File: config.mk
export PLATFORM = sky130hd
export DESIGN_NAME = biss_c_master_rx_flat
export DESIGN_NICKNAME = d
export VERILOG_FILES = /design/src/rtl/biss_c_master_rx_if.sv /design/src/rtl/biss_c_master_rx.sv /design/src/flat_wrapper.sv
export SDC_FILE = /design/constraint.sdc
export NUM_CORES = 1
export LEC_CHECK = 0
export CORE_ASPECT_RATIO = 1.4
export CORE_UTILIZATION = 38
export CTS_BUF_LIST = sky130_fd_sc_hd__clkbuf_2
export CTS_CLUSTER_SIZE = 8
export DETAILED_ROUTE_END_ITERATION = 12
export PLACE_DENSITY = 0.62
export SLEW_MARGIN = 15
export SYNTH_ARGS = -nofsm -noshare
export SYNTH_HDL_FRONTEND = slang
export SYNTH_SLANG_ARGS = --single-unit
File: constraint.sdc
create_clock -name clk_i -period 6.4 [get_ports clk_i]
set_input_delay 0.64 -clock clk_i [delete_from_list [all_inputs] [get_ports clk_i]]
set_output_delay 0.64 -clock clk_i [all_outputs]
set_load 0.03 [all_outputs]
File: src/rtl/biss_c_master_rx_if.sv
// Register-side bus of the BiSS-C master frame sequencer.
// The register/AXI layer takes the master side: it requests frames and reads results.
// The sequencer takes the slave side.
interface biss_c_master_rx_if #(
    parameter int DATA_BITS = 26
);
    logic                 start_i;
    logic                 busy_o;
    logic                 done_o;
    logic [DATA_BITS-1:0] pos_o;
    logic                 nerr_o;
    logic                 nwarn_o;
    logic                 cds_o;
    logic                 err_noack_o;
    logic                 err_crc_o;
    logic                 err_timeout_o;

    modport master (
        output start_i,
        input  busy_o, done_o, pos_o, nerr_o, nwarn_o, cds_o,
        input  err_noack_o, err_crc_o, err_timeout_o
    );

    modport slave (
        input  start_i,
        output busy_o, done_o, pos_o, nerr_o, nwarn_o, cds_o,
        output err_noack_o, err_crc_o, err_timeout_o
    );
endinterface

File: src/rtl/biss_c_master_rx.sv
// BiSS-C master frame sequencer.
// Gates the MA clock divider, samples SLO on MA rising edges, decodes
// ACK/Start/CDS, shifts in position plus nE/nW, checks the inverted CRC6,
// waits for the slave timeout and reports one result per frame.
module biss_c_master_rx #(
    parameter int DATA_BITS   = 26,
    parameter int ACK_MAX     = 32,
    parameter int TIMEOUT_MAX = 100000
) (
    input  logic              clk_i,
    input  logic              rst_i,
    input  logic              ma_clk_i,
    input  logic              slo_i,
    output logic              div_en_o,
    output logic              ma_o,
    biss_c_master_rx_if.slave bus
);
    localparam int SH_BITS = DATA_BITS + 2;
    localparam int BCNT_W  = $clog2(DATA_BITS + 3);
    localparam int ACK_W   = $clog2(ACK_MAX + 1);
    localparam int TMO_W   = $clog2(TIMEOUT_MAX + 1);

    localparam logic [BCNT_W-1:0] LAST_DATA = BCNT_W'(SH_BITS - 1);
    localparam logic [BCNT_W-1:0] LAST_CRC  = BCNT_W'(5);
    localparam logic [ACK_W-1:0]  ACK_LIMIT = ACK_W'(ACK_MAX);
    localparam logic [TMO_W-1:0]  TMO_LIMIT = TMO_W'(TIMEOUT_MAX - 1);

    typedef enum logic [3:0] {
        S_IDLE, S_WAIT_ACK, S_WAIT_START, S_CDS, S_DATA,
        S_CRC, S_STOP, S_TIMEOUT, S_DONE
    } state_t;

    state_t r_state;
    state_t w_next;

    logic                 r_slo_meta;
    logic                 r_slo_s;
    logic                 r_ma_q;
    logic                 w_rise;
    logic                 w_start_ok;
    logic                 w_crc_ok;
    logic                 w_div_en;
    logic                 w_busy;
    logic                 w_done;
    logic [ACK_W-1:0]     r_ack_cnt;
    logic [BCNT_W-1:0]    r_bit_cnt;
    logic [TMO_W-1:0]     r_tmo_cnt;
    logic [SH_BITS-1:0]   r_sh;
    logic [5:0]           r_crc;
    logic [5:0]           r_crc_rx;
    logic [DATA_BITS-1:0] r_pos;
    logic                 r_nerr;
    logic                 r_nwarn;
    logic                 r_cds;
    logic                 r_err_noack;
    logic                 r_err_crc;
    logic                 r_err_timeout;

    // One serial step of CRC6 with polynomial x^6+x+1.
    function automatic logic [5:0] crc6Step(input logic [5:0] c, input logic b);
        logic fb;
        fb = c[5] ^ b;
        return {c[4:0], 1'b0} ^ (fb ? 6'b000011 : 6'b000000);
    endfunction

    assign w_rise     = ma_clk_i & ~r_ma_q;
    assign w_start_ok = bus.start_i & r_slo_s;
    assign w_crc_ok   = (~r_crc_rx == r_crc);

    // Resynchronise SLO and keep last MA level for rising-edge detection; both idle high.
    always_ff @(posedge clk_i or posedge rst_i) begin
        if (rst_i) begin
            r_slo_meta <= 1'b1;
            r_slo_s    <= 1'b1;
            r_ma_q     <= 1'b1;
        end else begin
            r_slo_meta <= slo_i;
            r_slo_s    <= r_slo_meta;
            r_ma_q     <= ma_clk_i;
        end
    end

    // Frame sequencer state register.
    always_ff @(posedge clk_i or posedge rst_i) begin
        if (rst_i) begin
            r_state <= S_IDLE;
        end else begin
            r_state <= w_next;
        end
    end

    // Next-state decode; SLO is only looked at on MA rising edges while the divider runs.
    always_comb begin
        w_next = r_state;
        case (r_state)
            S_IDLE:       if (w_start_ok) w_next = S_WAIT_ACK;
            S_WAIT_ACK:   if (r_ack_cnt == ACK_LIMIT) w_next = S_STOP;
                          else if (w_rise && !r_slo_s) w_next = S_WAIT_START;
            S_WAIT_START: if (r_ack_cnt == ACK_LIMIT) w_next = S_STOP;
                          else if (w_rise && r_slo_s) w_next = S_CDS;
            S_CDS:        if (w_rise) w_next = S_DATA;
            S_DATA:       if (w_rise && r_bit_cnt == LAST_DATA) w_next = S_CRC;
            S_CRC:        if (w_rise && r_bit_cnt == LAST_CRC) w_next = S_STOP;
            S_STOP:       w_next = S_TIMEOUT;
            S_TIMEOUT:    if (r_slo_s || r_tmo_cnt == TMO_LIMIT) w_next = S_DONE;
            S_DONE:       w_next = S_IDLE;
            default:      w_next = S_IDLE;
        endcase
    end

    // Divider enable, busy and done follow directly from the state so reset clears them at once.
    always_comb begin
        w_div_en = 1'b0;
        w_busy   = 1'b0;
        w_done   = 1'b0;
        case (r_state)
            S_WAIT_ACK, S_WAIT_START, S_CDS, S_DATA, S_CRC: begin
                w_div_en = 1'b1;
                w_busy   = 1'b1;
            end
            S_STOP, S_TIMEOUT: w_busy = 1'b1;
            S_DONE:            w_done = 1'b1;
            default: ;
        endcase
    end

    // Frame datapath: counters, shift registers, CRC and the reported results.
    always_ff @(posedge clk_i or posedge rst_i) begin
        if (rst_i) begin
            r_ack_cnt     <= '0;
            r_bit_cnt     <= '0;
            r_tmo_cnt     <= '0;
            r_sh          <= '0;
            r_crc         <= '0;
            r_crc_rx      <= '0;
            r_pos         <= '0;
            r_nerr        <= 1'b1;
            r_nwarn       <= 1'b1;
            r_cds         <= 1'b0;
            r_err_noack   <= 1'b0;
            r_err_crc     <= 1'b0;
            r_err_timeout <= 1'b0;
        end else begin
            case (r_state)
                S_IDLE: begin
                    if (w_start_ok) begin
                        r_ack_cnt     <= '0;
                        r_err_noack   <= 1'b0;
                        r_err_crc     <= 1'b0;
                        r_err_timeout <= 1'b0;
                    end
                end
                S_WAIT_ACK: begin
                    if (r_ack_cnt == ACK_LIMIT) r_err_noack <= 1'b1;
                    else if (w_rise && r_slo_s) r_ack_cnt <= r_ack_cnt + 1'b1;
                end
                S_WAIT_START: begin
                    if (r_ack_cnt == ACK_LIMIT) r_err_noack <= 1'b1;
                    else if (w_rise && !r_slo_s) r_ack_cnt <= r_ack_cnt + 1'b1;
                end
                S_CDS: begin
                    if (w_rise) begin
                        r_cds     <= r_slo_s;
                        r_bit_cnt <= '0;
                        r_crc     <= '0;
                    end
                end
                S_DATA: begin
                    if (w_rise) begin
                        r_sh      <= {r_sh[SH_BITS-2:0], r_slo_s};
                        r_crc     <= crc6Step(r_crc, r_slo_s);
                        r_bit_cnt <= (r_bit_cnt == LAST_DATA) ? '0 : r_bit_cnt + 1'b1;
                    end
                end
                S_CRC: begin
                    if (w_rise) begin
                        r_crc_rx  <= {r_crc_rx[4:0], r_slo_s};
                        r_bit_cnt <= r_bit_cnt + 1'b1;
                    end
                end
                S_STOP: begin
                    r_tmo_cnt <= '0;
                    if (!r_err_noack && !w_crc_ok) r_err_crc <= 1'b1;
                end
                S_TIMEOUT: begin
                    if (r_tmo_cnt != TMO_LIMIT) r_tmo_cnt <= r_tmo_cnt + 1'b1;
                    if (r_slo_s) begin
                        if (!r_err_noack && !r_err_crc) begin
                            r_pos   <= r_sh[SH_BITS-1:2];
                            r_nerr  <= r_sh[1];
                            r_nwarn <= r_sh[0];
                        end
                    end else if (r_tmo_cnt == TMO_LIMIT) begin
                        r_err_timeout <= 1'b1;
                    end
                end
                default: ;
            endcase
        end
    end

    assign div_en_o          = w_div_en;
    assign ma_o              = w_div_en ? ma_clk_i : 1'b1;
    assign bus.busy_o        = w_busy;
    assign bus.done_o        = w_done;
    assign bus.pos_o         = r_pos;
    assign bus.nerr_o        = r_nerr;
    assign bus.nwarn_o       = r_nwarn;
    assign bus.cds_o         = r_cds;
    assign bus.err_noack_o   = r_err_noack;
    assign bus.err_crc_o     = r_err_crc;
    assign bus.err_timeout_o = r_err_timeout;
endmodule

File: src/flat_wrapper.sv
// flat-port wrapper written by rule: the top's interface ports become plain ports
module biss_c_master_rx_flat 
#(
    parameter int DATA_BITS   = 26,
    parameter int ACK_MAX     = 32,
    parameter int TIMEOUT_MAX = 100000
)
  (clk_i, rst_i, ma_clk_i, slo_i, div_en_o, ma_o, bus_start_i, bus_busy_o, bus_done_o, bus_pos_o, bus_nerr_o, bus_nwarn_o, bus_cds_o, bus_err_noack_o, bus_err_crc_o, bus_err_timeout_o);
  biss_c_master_rx_if #(.DATA_BITS(DATA_BITS)) bus_i ();
  input  logic clk_i;
  input  logic rst_i;
  input  logic ma_clk_i;
  input  logic slo_i;
  output logic div_en_o;
  output logic ma_o;
  input wire logic [$bits(bus_i.start_i)-1:0] bus_start_i;
  output wire logic [$bits(bus_i.busy_o)-1:0] bus_busy_o;
  output wire logic [$bits(bus_i.done_o)-1:0] bus_done_o;
  output wire logic [$bits(bus_i.pos_o)-1:0] bus_pos_o;
  output wire logic [$bits(bus_i.nerr_o)-1:0] bus_nerr_o;
  output wire logic [$bits(bus_i.nwarn_o)-1:0] bus_nwarn_o;
  output wire logic [$bits(bus_i.cds_o)-1:0] bus_cds_o;
  output wire logic [$bits(bus_i.err_noack_o)-1:0] bus_err_noack_o;
  output wire logic [$bits(bus_i.err_crc_o)-1:0] bus_err_crc_o;
  output wire logic [$bits(bus_i.err_timeout_o)-1:0] bus_err_timeout_o;
  assign bus_i.start_i = bus_start_i;
  assign bus_busy_o = bus_i.busy_o;
  assign bus_done_o = bus_i.done_o;
  assign bus_pos_o = bus_i.pos_o;
  assign bus_nerr_o = bus_i.nerr_o;
  assign bus_nwarn_o = bus_i.nwarn_o;
  assign bus_cds_o = bus_i.cds_o;
  assign bus_err_noack_o = bus_i.err_noack_o;
  assign bus_err_crc_o = bus_i.err_crc_o;
  assign bus_err_timeout_o = bus_i.err_timeout_o;
  biss_c_master_rx #(.DATA_BITS(DATA_BITS), .ACK_MAX(ACK_MAX), .TIMEOUT_MAX(TIMEOUT_MAX)) u_core (.clk_i(clk_i), .rst_i(rst_i), .ma_clk_i(ma_clk_i), .slo_i(slo_i), .div_en_o(div_en_o), .ma_o(ma_o), .bus(bus_i));
endmodule
## Yosys cells after proc, flatten, opt, wreduce, memory -nomap -nowiden

Index checks and enable logic that the tools add are counted.
Widths: inputs -> output; s select.

- Multiplexer cells: 39
- Equality and inequality tests: 32
- Reduce and logical (&&, ||, !) cells: 34
- $add $sub $neg: 3
- Bitwise logic cells: 6

Operators by type and width:

| operator | count |
|---|---|
| $mux 6 | 7 |
| $mux 4 | 9 |
| $pmux 17 s2 | 1 |
| $pmux 4 s8 | 1 |
| $ne 2x1->1 const B | 13 |
| $mux 5 | 4 |
| $pmux 6 s3 | 1 |
| $add 17x1->17 const B | 1 |
| $eq 17x17->1 const B | 1 |
| $mux 17 | 1 |
| $ne 17x17->1 const B | 1 |
| $eq 4x3->1 const B | 4 |
| $pmux 5 s3 | 1 |
| $pmux 6 s2 | 1 |
| $reduce_and 3->1 | 4 |
| $reduce_bool 2->1 | 5 |
| $mux 1 | 9 |
| $eq 4x2->1 const B | 2 |
| $reduce_and 2->1 | 4 |
| $reduce_and 4->1 | 2 |
| $reduce_and 7->1 | 1 |
| $reduce_or 7->1 | 1 |
| $add 6x1->6 const B | 1 |
| $eq 6x6->1 | 1 |
| 23 further kinds | 38 |

- Input bits: 5
- Flip-flop bits (word level): 107
- Word-level logic and storage cells: 131
- Output and inout port bits: 36

## Longest topological paths before layout

Gate-level depths: netlist of run 1.

- Word-level depth: 6
- Gate-level depth with buffers: 8
- Mapped depth without buffers: 7

## Least setup slack after synthesis of run 1

Ideal clock, no wire load.

- Kind: register -> output
- Start: reg u_core.r_state[1]
- End: out ma_o
- Data required time: 5.760 ns
- Arrival: 2.122 ns
- Buffers on the path: 2
- Stages on the path, launching flop included: 6
- Slack: 3.638 ns
- Cells stage by stage: dfrtp_1 > buf_2 > buf_1 > nor3_1 > a211oi_1 > nand2b_1

- Word-level cells in the longest chain between the ends: 4
- Elaborated cells between the ends (all ways): 8
- Those cells by class: eq/ne: 5; mux: 2; reduce/logical: 1

RTL lines:

| element | line | RTL |
|---|---|---|
| start, declared | biss_c_master_rx.sv:33 | `state_t r_state;` |
| start signal, assigned | biss_c_master_rx.sv:88 | `r_state <= w_next;` |
| $eq 4x1->1, or another cell as far along | biss_c_master_rx.sv:116 | `case (r_state)` |
| $reduce_or 5->1 * | -- |  |
| $mux 1 * | biss_c_master_rx.sv:116 |  |
| named net div_en_o | flat_wrapper.sv:14 | `output logic div_en_o;` |
| $mux 1 * | biss_c_master_rx.sv:203 | `assign ma_o = w_div_en ? ma_clk_i : 1'b1;` |
| end, declared | flat_wrapper.sv:15 | `output logic ma_o;` |

Mark *: on every way through the listed nets, which the timed path passes. The rest lies on a longest branch.

## Worst setup path after layout of run 1

- Start: reg u_core.r_state[1]
- End: out ma_o

- Word-level cells in the longest chain between the ends: 4
- Elaborated cells between the ends (all ways): 8
- Those cells by class: eq/ne: 5; mux: 2; reduce/logical: 1

RTL lines:

| element | line |
|---|---|
| $eq 4x1->1, or another cell as far along | biss_c_master_rx.sv:116 |
| $reduce_or 5->1 * | -- |
| $mux 1 * | biss_c_master_rx.sv:116 |
| $mux 1 * | biss_c_master_rx.sv:203 |

Mark *: on every way between the ends. The rest lies on a longest branch, timed or not.

==> results of run 1 <==
routing by layer:
layer / vias to the layer above / routed length, um / track usage / part of all wire
li1: 1692 / - / - / -
met1: 1759 / 4420 / 0.200 / 0.45
met2: 63 / 4930 / 0.270 / 0.50
met3: 9 / 406 / 0.0434 / 0.041
met4: 0 / 128 / 0.0505 / 0.013
met5: - / 0 / 0 / 0
logic make-up after synthesis:
family,after synthesis
AND/OR/NAND/NOR,209
flip-flops,107
multiplexers,38
XOR/XNOR,19
adder cells (fa/ha/maj),6
buffers and inverters,34
AO/OA/AOI/OAI,57
cell type report:
| type | instances | share of cell area |
|---|---|---|
| antenna | 1 | 0.000451 |
| clock buffer | 9 | 0.00812 |
| clock inverter | 7 | 0.0124 |
| inverter | 12 | 0.00858 |
| multi-input combinational | 329 | 0.377 |
| sequential | 107 | 0.484 |
| tap | 150 | 0.0339 |
| timing repair buffer | 42 | 0.0756 |
power breakdown:
part,total [mW],leakage [nW],internal [mW],switching (mW)
clock network,0.308,0.0711,0.0638,0.245
logic,0.580,1.06,0.241,0.339
registers,0.920,1.44,0.782,0.138
total,1.81,2.58,1.09,0.722
metrics by stage:
stage	util	setup WS, ps
after CTS	0.443	3050
after detailed placement	0.434	3500
after floorplan	-	2950
after global placement	0.434	3610
final	0.444	3040
after global routing	0.444	2840
sequential cells by signal (all words and copies together), names as in the netlist:
register	cells
u_core.r_state	4
u_core.r_sh	28
u_core.r_crc_rx	6
u_core.r_bit_cnt	5
u_core.bus.cds_o	1
u_core.bus.pos_o	26
u_core.r_crc	6
u_core.r_ma_q	1
u_core.bus.err_noack_o	1
u_core.bus.err_timeout_o	1
u_core.bus.nerr_o	1
u_core.r_tmo_cnt	17
u_core.bus.err_crc_o	1
u_core.r_slo_meta	1
u_core.bus.nwarn_o	1
u_core.r_ack_cnt	6
u_core.r_slo_s	1
critical path: stages (launching register included):
cell and delay, ps:
dfrtp_1 660, nor3_1 470, a211oi_1 130, nand2b_1 180, clkdlybuf4s50_1 690
cells in the final DEF (no fill, tap or decap), types with 9 or more instances in the layout:
master	netlist	layout
o31ai_1	9	9
a21oi_1	12	12
nor2_1	25	25
mux2_1	25	25
inv_1	12	11
clkdlybuf4s50_1	0	40
xnor2_1	14	14
clkbuf_2	0	9
nand2_1	101	101
nand3_1	15	15
mux2_2	11	11
o21ai_1	9	9
dfrtp_1	102	102
how the worst max path moves through the flow:
stage | startpoint | endpoint | slack (ps) | cells after the start
after detailed placement | ma_clk_i | u_core.r_sh[2]$_DFFE_PP0P_ | 3500 | 5
final | u_core.r_state[1]$_DFFE_PP0P_ | ma_o | 3040 | 4
after floorplan | rst_i | u_core.bus.cds_o$_DFFE_PP0P_ | 2950 | 1
after global placement | ma_clk_i | u_core.r_sh[12]$_DFFE_PP0P_ | 3610 | 5
after global routing | u_core.r_state[1]$_DFFE_PP0P_ | ma_o | 2840 | 4
after CTS | u_core.r_state[1]$_DFFE_PP0P_ | ma_o | 3050 | 4
==> results_dict.tcl, run 1 <==
set metrics [dict create \
    cts_tree "done" \
    ios 41 \
    antenna_found_initial 1 \
    fillers 1184 \
    r2r_start "u_core.r_tmo_cnt[8]$_DFFE_PP0P_" \
    maxSlewHeadroom 0.259 \
    cts-resized-gates 0 \
    synthCells 470 \
    root_buffer "clkbuf_2" \
    synth.avg_cell_area_sq_um 10.5 \
    hold_ws_ps 256 \
    arrival_ps 2720 \
    synthArstFlopShare 1.00 \
    tns_ps 0 \
    via_per_inst 5.36 \
    ys_dominant_reg_cell "dfrtp_1" \
    max_freq_mhz 298 \
    track_usage 0.160 \
    synth_top_area_share 0.519 \
    ff2ff_path_depth 5 \
    clk_latency_ps 590 \
    hold_viol 0 \
    crit_path_end_kind "primary output" \
    synth.cell_area_sq_um 4910 \
    grt-ovfl-total 0 \
    synth_cell_types 58 \
    chipHeight_um 137 \
    synth_simple_gate_area_frac 0.211 \
    fp.dieW_um 98.1 \
    hpwl_um 6650 \
    ir_drop_uv 160 \
    grt_pass1_vias 3521 \
    place.port_buffers 40 \
    htree_levels 3 \
    p_total_mw 1.81 \
    fin_area_sq_um 5540 \
    drive_gt1_frac 0.0810 \
    drv_slew 0 \
    dr.pass1.iters 8 \
    synth_area_leader_cell "dfrtp_1" \
    start_kind "flop" \
    synth_nets 480 \
    power.leakage_nw 2.58 \
    areaGrowthSynthToFinish_pct 12.8 \
    grt_max_degree 89 \
    path_max_fanout 20 \
    placed_cell_area_sq_um 5420 \
    rrSetupSlack_ps 3970 \
    wire_per_inst_um 15.0 \
    synth_top_family_by_area "simple AND/OR/NAND/NOR gates" \
    wl_um 9880 \
    synthTopCellsByCount "dfrtp_1, nand2_1, mux2_1, nor2_1, nand3_1" \
    critPathKind "flop to primary output" \
    drt_iter0_drc 250 \
    grt_first_pass_wirelength_um 17000 \
    cts_buffers 9 \
    violations "design-rule violations" \
    clkTransAtPathRegs_ps 310 \
    core_area_sq_um 12500 \
    yosys_warnings 0 \
    cts.sinks 107 \
    worstMarginPinSlew_ps 1110 \
    ys_ff_latch 107 \
    power_density_nw_per_um2 326 \
    start_util 0.393 \
    synthMuxAreaShare 0.0866 \
    placedCellCount 640 \
    status "finished with violations" \
    synth_edf_count 0 \
    die_area_sq_um 13400 \
    rsz0062_at_grt "false" \
    yosysSeqAreaShare 0.546 \
    area.sequential_sq_um 2680 \
    finClkSkew_ps 22.0 \
    final_nets 511 \
    clockBufferDepth 2 \
    drv_cap 0 \
    multiInputGateArea_sq_um 2090 \
    ctsHoldBuffers 0 \
    worst_ep_required_time_ps 5760 \
    fin_crit_sh 0.525 \
    drc 3 \
    r2r-end "u_core.r_state[1]$_DFFE_PP0P_" \
    synth_compound_area_frac 0.0792 \
    synth.most_common_cell "dfrtp_1" \
    setup_viol 0 \
    drtAntennaViolNets 0 \
    synth_xor_xnor_area_share 0.0339 \
    postCtsSetupRepairBufs 0 \
    row_count 48 \
    vias 3523 \
    synthTopCellsByArea "dfrtp_1, nand2_1, mux2_1, dfstp_2, mux2_2" \
    synthAdderAreaFrac 0.0148 \
    layout_min_cycle_time_ps 3360 \
    min-delay-path-class "input pin to async pin" \
    gp_congestion 0.825 \
    fin_cells 657 \
]
Note: power is estimated with default switching activity, not from simulation.
==> inputs of run 2 (changes only) <==
clock period = 3.1 ns   (was 6.4 ns; I/O delays follow)
==> run 2 against run 1 <==
The flow still finishes with violations (design-rule violations). Critical path depth down 1. Wire length shrank 0.61%. Non-clock buffer count up 5. First-iteration DRC count shrank 28%. Utilization rose by 0.56 points. Worst hold slack worse by 160 ps. Die area unchanged. Global-route usage fell by 0.21 points. Via count fell by 1.3%. Sequential power rose by 110%. Largest power group unchanged.
==> results_dict.tcl, run 2 (synthesis gave the netlist of run 1 again) <==
set metrics [dict create \
    status "finished with violations" \
    violations "design-rule violations" \
    critPathKind "flop to primary output" \
    p_seq_frac 0.498 \
    ios 41 \
    drive_gt1_frac 0.0900 \
    drc 2 \
    power_density_nw_per_um2 678 \
    place.port_buffers 40 \
    cts_tree "done" \
    placedCellCount 644 \
    vias 3478 \
    ir_drop_uv 278 \
    root_buffer "clkbuf_2" \
    final_nets 516 \
    power.leakage_nw 2.61 \
    chipHeight_um 137 \
    drv_slew 0 \
    row_count 48 \
    die_area_sq_um 13400 \
    wl_um 9820 \
    p_sw_frac 0.401 \
    dr.pass1.iters 8 \
    grt_max_degree 58 \
    max_stage_delay_ps 750 \
    grt_pass1_vias 3428 \
    diodes 0 \
    antenna_found_initial 0 \
    max_freq_mhz 345 \
    grt_first_pass_wirelength_um 17000 \
    placed_cell_area_sq_um 5470 \
    fp.dieW_um 98.1 \
    worstMarginPinSlew_ps 708 \
    comb_power_share 0.320 \
    power_switching_mw 1.53 \
    fin_crit_sh 0.935 \
    tns_ps 0 \
    crit_path_end_kind "primary output" \
    clkTransAtPathRegs_ps 360 \
    path_max_fanout 18 \
    drv_cap 0 \
    hold_ws_ps 95.0 \
    clk_latency_ps 600 \
    htree_levels 3 \
    via_per_inst 5.26 \
    maxSlewHeadroom 0.527 \
    finClkSkew_ps 50.5 \
    layout_min_cycle_time_ps 2900 \
    setup_viol 0 \
    core_area_sq_um 12500 \
    drt_iter0_drc 181 \
    cp_slowest_cell "dfrtp_1" \
    final_cell_mix "nand2_1, dfrtp_1, clkdlybuf4s50_1" \
    largest_reg_flops 28 \
    largest-register "u_core.r_sh" \
    rsz0062_at_grt "false" \
    r2r_start "u_core.r_tmo_cnt[8]$_DFFE_PP0P_" \
    postCtsSetupRepairBufs 0 \
    power_frac_clock 0.182 \
    gp_congestion 0.804 \
    grt-ovfl-total 0 \
    wire_per_inst_um 14.9 \
    rrSetupSlack_ps 760 \
    drtAntennaViolNets 0 \
    areaGrowthSynthToFinish_pct 14.3 \
    clockBufferDepth 2 \
    worst_ep_required_time_ps 2790 \
    hold_viol 0 \
    arrival_ps 2590 \
    cp-startpoint "u_core.r_state[0]$_DFFE_PP0P_" \
    hpwl_um 6640 \
    start_kind "flop" \
    p_int_mw 2.28 \
    cts.sinks 107 \
    min-delay-path-class "input pin to async pin" \
    final_core_utilization 0.449 \
    fin_cells 661 \
    start_util 0.393 \
    fin_area_sq_um 5610 \
    cts_buffers 9 \
    track_usage 0.158 \
    path_cells "nor3_1, a211oi_1, clkdlybuf4s50_1" \
]
[run 2: area by class of cell]
class | count | area [sq um]
well taps | 150 | 188
fillers | 1178 | 6880
repair buffers | 47 | 468
clock inverters | 7 | 91.3
inverters | 12 | 48.8
flip-flops and latches | 107 | 2690
multi-input cells | 329 | 2090
clock buffers | 9 | 45.0
[run 2: stage by stage]
| step | setup WS, ps | power (mW) |
|---|---|---|
| after floorplan | 668 | 2.76 |
| after global placement | 860 | 3.10 |
| after detailed placement | 795 | 3.14 |
| after CTS | 132 | 3.85 |
| after global routing | 21.5 | 4.07 |
| final | 201 | 3.80 |
[run 2: critical path: cells and delay by family, from the launching register on]
family                 cells  cell delay (ps)
flip-flops                 1              750
buffers and inverters      1              740
AO/OA/AOI/OAI              1              340
AND/OR/NAND/NOR            1              160
[run 2: per-layer routing]
layer | up-vias | track usage | wire length, um
li1 | 1706 | - | -
met1 | 1701 | 0.210 | 4600
met2 | 59 | 0.253 | 4650
met3 | 12 | 0.0439 | 458
met4 | 0 | 0.0471 | 115
met5 | - | 0 | 0
[run 2: worst paths after layout]
| kind | to | depth (start not counted) |
|---|---|---|
| max | div_en_o | 3 |
| min | u_core.r_tmo_cnt[8]$_DFFE_PP0P_ | 2 |
| max reg2reg | u_core.r_state[0]$_DFFE_PP0P_ | 5 |
| min reg2reg | u_core.r_slo_s$_DFF_PP1_ | 0 |
| max in group asynchronous | u_core.r_ma_q$_DFF_PP1_ | 3 |
| min in group clk_i | u_core.r_ma_q$_DFF_PP1_ | 1 |
[run 2: power groups by stage]
stage | logic (mW) | clock network [mW] | registers, mW
3_5_place_dp | 1.22 | 0 | 1.91
4_1_cts | 1.23 | 0.726 | 1.89
3_3_place_gp | 1.19 | 0 | 1.90
6_report | 1.22 | 0.693 | 1.90
2_1_floorplan | 0.910 | 0 | 1.85
5_1_grt | 1.35 | 0.786 | 1.93
[run 2: repair_timing]
action	in CTS	in global routing
hold buffers	0	1
endpoints found under the setup margin	0	1
hold endpoints to repair	0	1
resized for setup	0	1
==> inputs of run 3 (changes only) <==
CORE_UTILIZATION = 25   (was 38)
GPL_TIMING_DRIVEN = 1   (was default)
PLACE_DENSITY = 0.47   (was 0.62)
==> run 3 against run 2 <==
The flow now finishes without violations. Wire length rose by 8.3%. Sequential share of layout area fell by 0.84 points. Fmax rose by 5.0%. Critical path type unchanged. Critical endpoint unchanged.
==> results_dict.tcl, run 3 (synthesis gave the netlist of run 1 again) <==
set metrics [dict create \
    worstMarginPinSlew_ps 634 \
    chipHeight_um 168 \
    power.leakage_nw 2.60 \
    dr.pass1.iters 4 \
    via_per_inst 4.59 \
    min-delay-path-class "input pin to async pin" \
    p_seq_frac 0.498 \
    final_common_cell "nand2_1" \
    clockBufferDepth 2 \
    grt-ovfl-total 0 \
    endpoint "div_en_o" \
    core_area_sq_um 19200 \
    hold_viol 0 \
    status "completed" \
    critPathKind "flop to primary output" \
    r2r_start "u_core.r_tmo_cnt[8]$_DFFE_PP0P_" \
    start_util 0.256 \
    track_usage 0.112 \
    rsz0062_at_grt "false" \
    cts_tree "done" \
    finClkSkew_ps 24.5 \
    p_total_mw 3.83 \
    setup_viol 0 \
    rrSetupSlack_ps 730 \
    drive_gt1_frac 0.0902 \
    ir_drop_uv 289 \
    place.port_buffers 40 \
    cp-startpoint "u_core.r_state[2]$_DFFE_PP0P_" \
    grt_max_degree 63 \
    start_kind "flop" \
    drt_iter0_drc 150 \
    arrival_ps 2450 \
    fp.dieW_um 120 \
    vias 3483 \
    placed_cell_area_sq_um 5590 \
    cts.sinks 107 \
    r2r-end "u_core.r_state[1]$_DFFE_PP0P_" \
    grt_first_pass_wirelength_um 18300 \
    comb_power_share 0.320 \
    crit_path_end_kind "primary output" \
    fin_area_sq_um 5720 \
    gp_congestion 0.788 \
    final_core_utilization 0.297 \
    wl_um 10600 \
    areaGrowthSynthToFinish_pct 16.3 \
    clk_latency_ps 590 \
    postCtsSetupRepairBufs 0 \
    cts_buffers 9 \
    wire_per_inst_um 14.0 \
    tns_ps 0 \
    ff2ff_path_depth 5 \
    ctsHoldBuffers 0 \
    grt_pass1_vias 3554 \
    antenna_found_initial 1 \
    die_area_sq_um 20200 \
    final_cell_mix "nand2_1, dfrtp_1, clkdlybuf4s50_1" \
    clkTransAtPathRegs_ps 300 \
    drc 0 \
    root_buffer "clkbuf_2" \
    drv_slew 0 \
    power_switching_mw 1.50 \
    drtAntennaViolNets 0 \
    ios 41 \
    power_frac_clock 0.182 \
    cts-resized-gates 0 \
    power_density_nw_per_um2 670 \
    drv_cap 0 \
    p_sw_frac 0.391 \
    max_freq_mhz 362 \
    largest_reg_flops 28 \
    htree_levels 3 \
    maxSlewHeadroom 0.573 \
    largest-register "u_core.r_sh" \
    diodes 0 \
    row_count 60 \
    p_int_mw 2.33 \
    layout_min_cycle_time_ps 2760 \
    hold_ws_ps 64.2 \
    fin_crit_sh 0.891 \
    path_max_fanout 15 \
    worst_ep_required_time_ps 2790 \
    final_nets 515 \
    hpwl_um 7200 \
]
==> run 3: cell count changes in the layout (fill, tap and decap cells not counted), sizes merged <==
cell         before  now
clkinv            3    1
bufinv            0    1
dlygate4sd3       1    0
inv              15   16
==> run 3: cell type report <==
cell class              instances  area [sq um]
flip-flops and latches        107          2690
repair buffers                 46           458
inverters                      12          48.8
clock inverters                 7          80.1
multi-input cells             329          2090
clock buffers                   9          45.0
well taps                     248           310
fillers                      2069         13500
==> run 3: critical path, stage by stage (launching register included) <==
cell             delay (ps)
dfrtp_1                 680
nor3_1                  130
a211oi_1                330
clkdlybuf4s50_1         740
==> run 3: layer usage <==
layer,track usage,routed length (um),up-vias
li1,-,-,1694
met1,0.144,4850,1721
met2,0.185,5140,59
met3,0.0322,552,9
met4,0.0290,97,0
met5,0,0,-
==> run 3: how the worst min path moves through the flow <==
stage | start | endpoint | slack, ps | cells after the start
after detailed placement | u_core.r_slo_meta$_DFF_PP1_ | u_core.r_slo_s$_DFF_PP1_ | 350 | 0
after global routing | rst_i | u_core.bus.err_timeout_o$_DFFE_PP0P_ | 20 | 2
after global placement | u_core.r_slo_meta$_DFF_PP1_ | u_core.r_slo_s$_DFF_PP1_ | 350 | 0
after floorplan | ma_clk_i | u_core.r_ma_q$_DFF_PP1_ | 310 | 0
final | rst_i | u_core.bus.err_timeout_o$_DFFE_PP0P_ | 60 | 2
after CTS | rst_i | u_core.bus.err_timeout_o$_DFFE_PP0P_ | 40 | 2
==> run 3: power by group through the flow <==
| stage | Combinational [mW] | Clock [mW] | Sequential, mW |
|---|---|---|---|
| final | 1.22 | 0.699 | 1.91 |
| after global routing | 1.37 | 0.804 | 1.96 |
| after CTS | 1.25 | 0.740 | 1.90 |
| after detailed placement | 1.24 | 0 | 1.93 |
| after global placement | 1.22 | 0 | 1.92 |
| after floorplan | 0.910 | 0 | 1.85 |
==> run 3: through the flow <==
step | cells | setup slack, ps
final | 758 | 339
after global routing | 758 | 95.2
after detailed placement | 742 | 773
after floorplan | 470 | 668
after global placement | 742 | 805
after CTS | 758 | 113
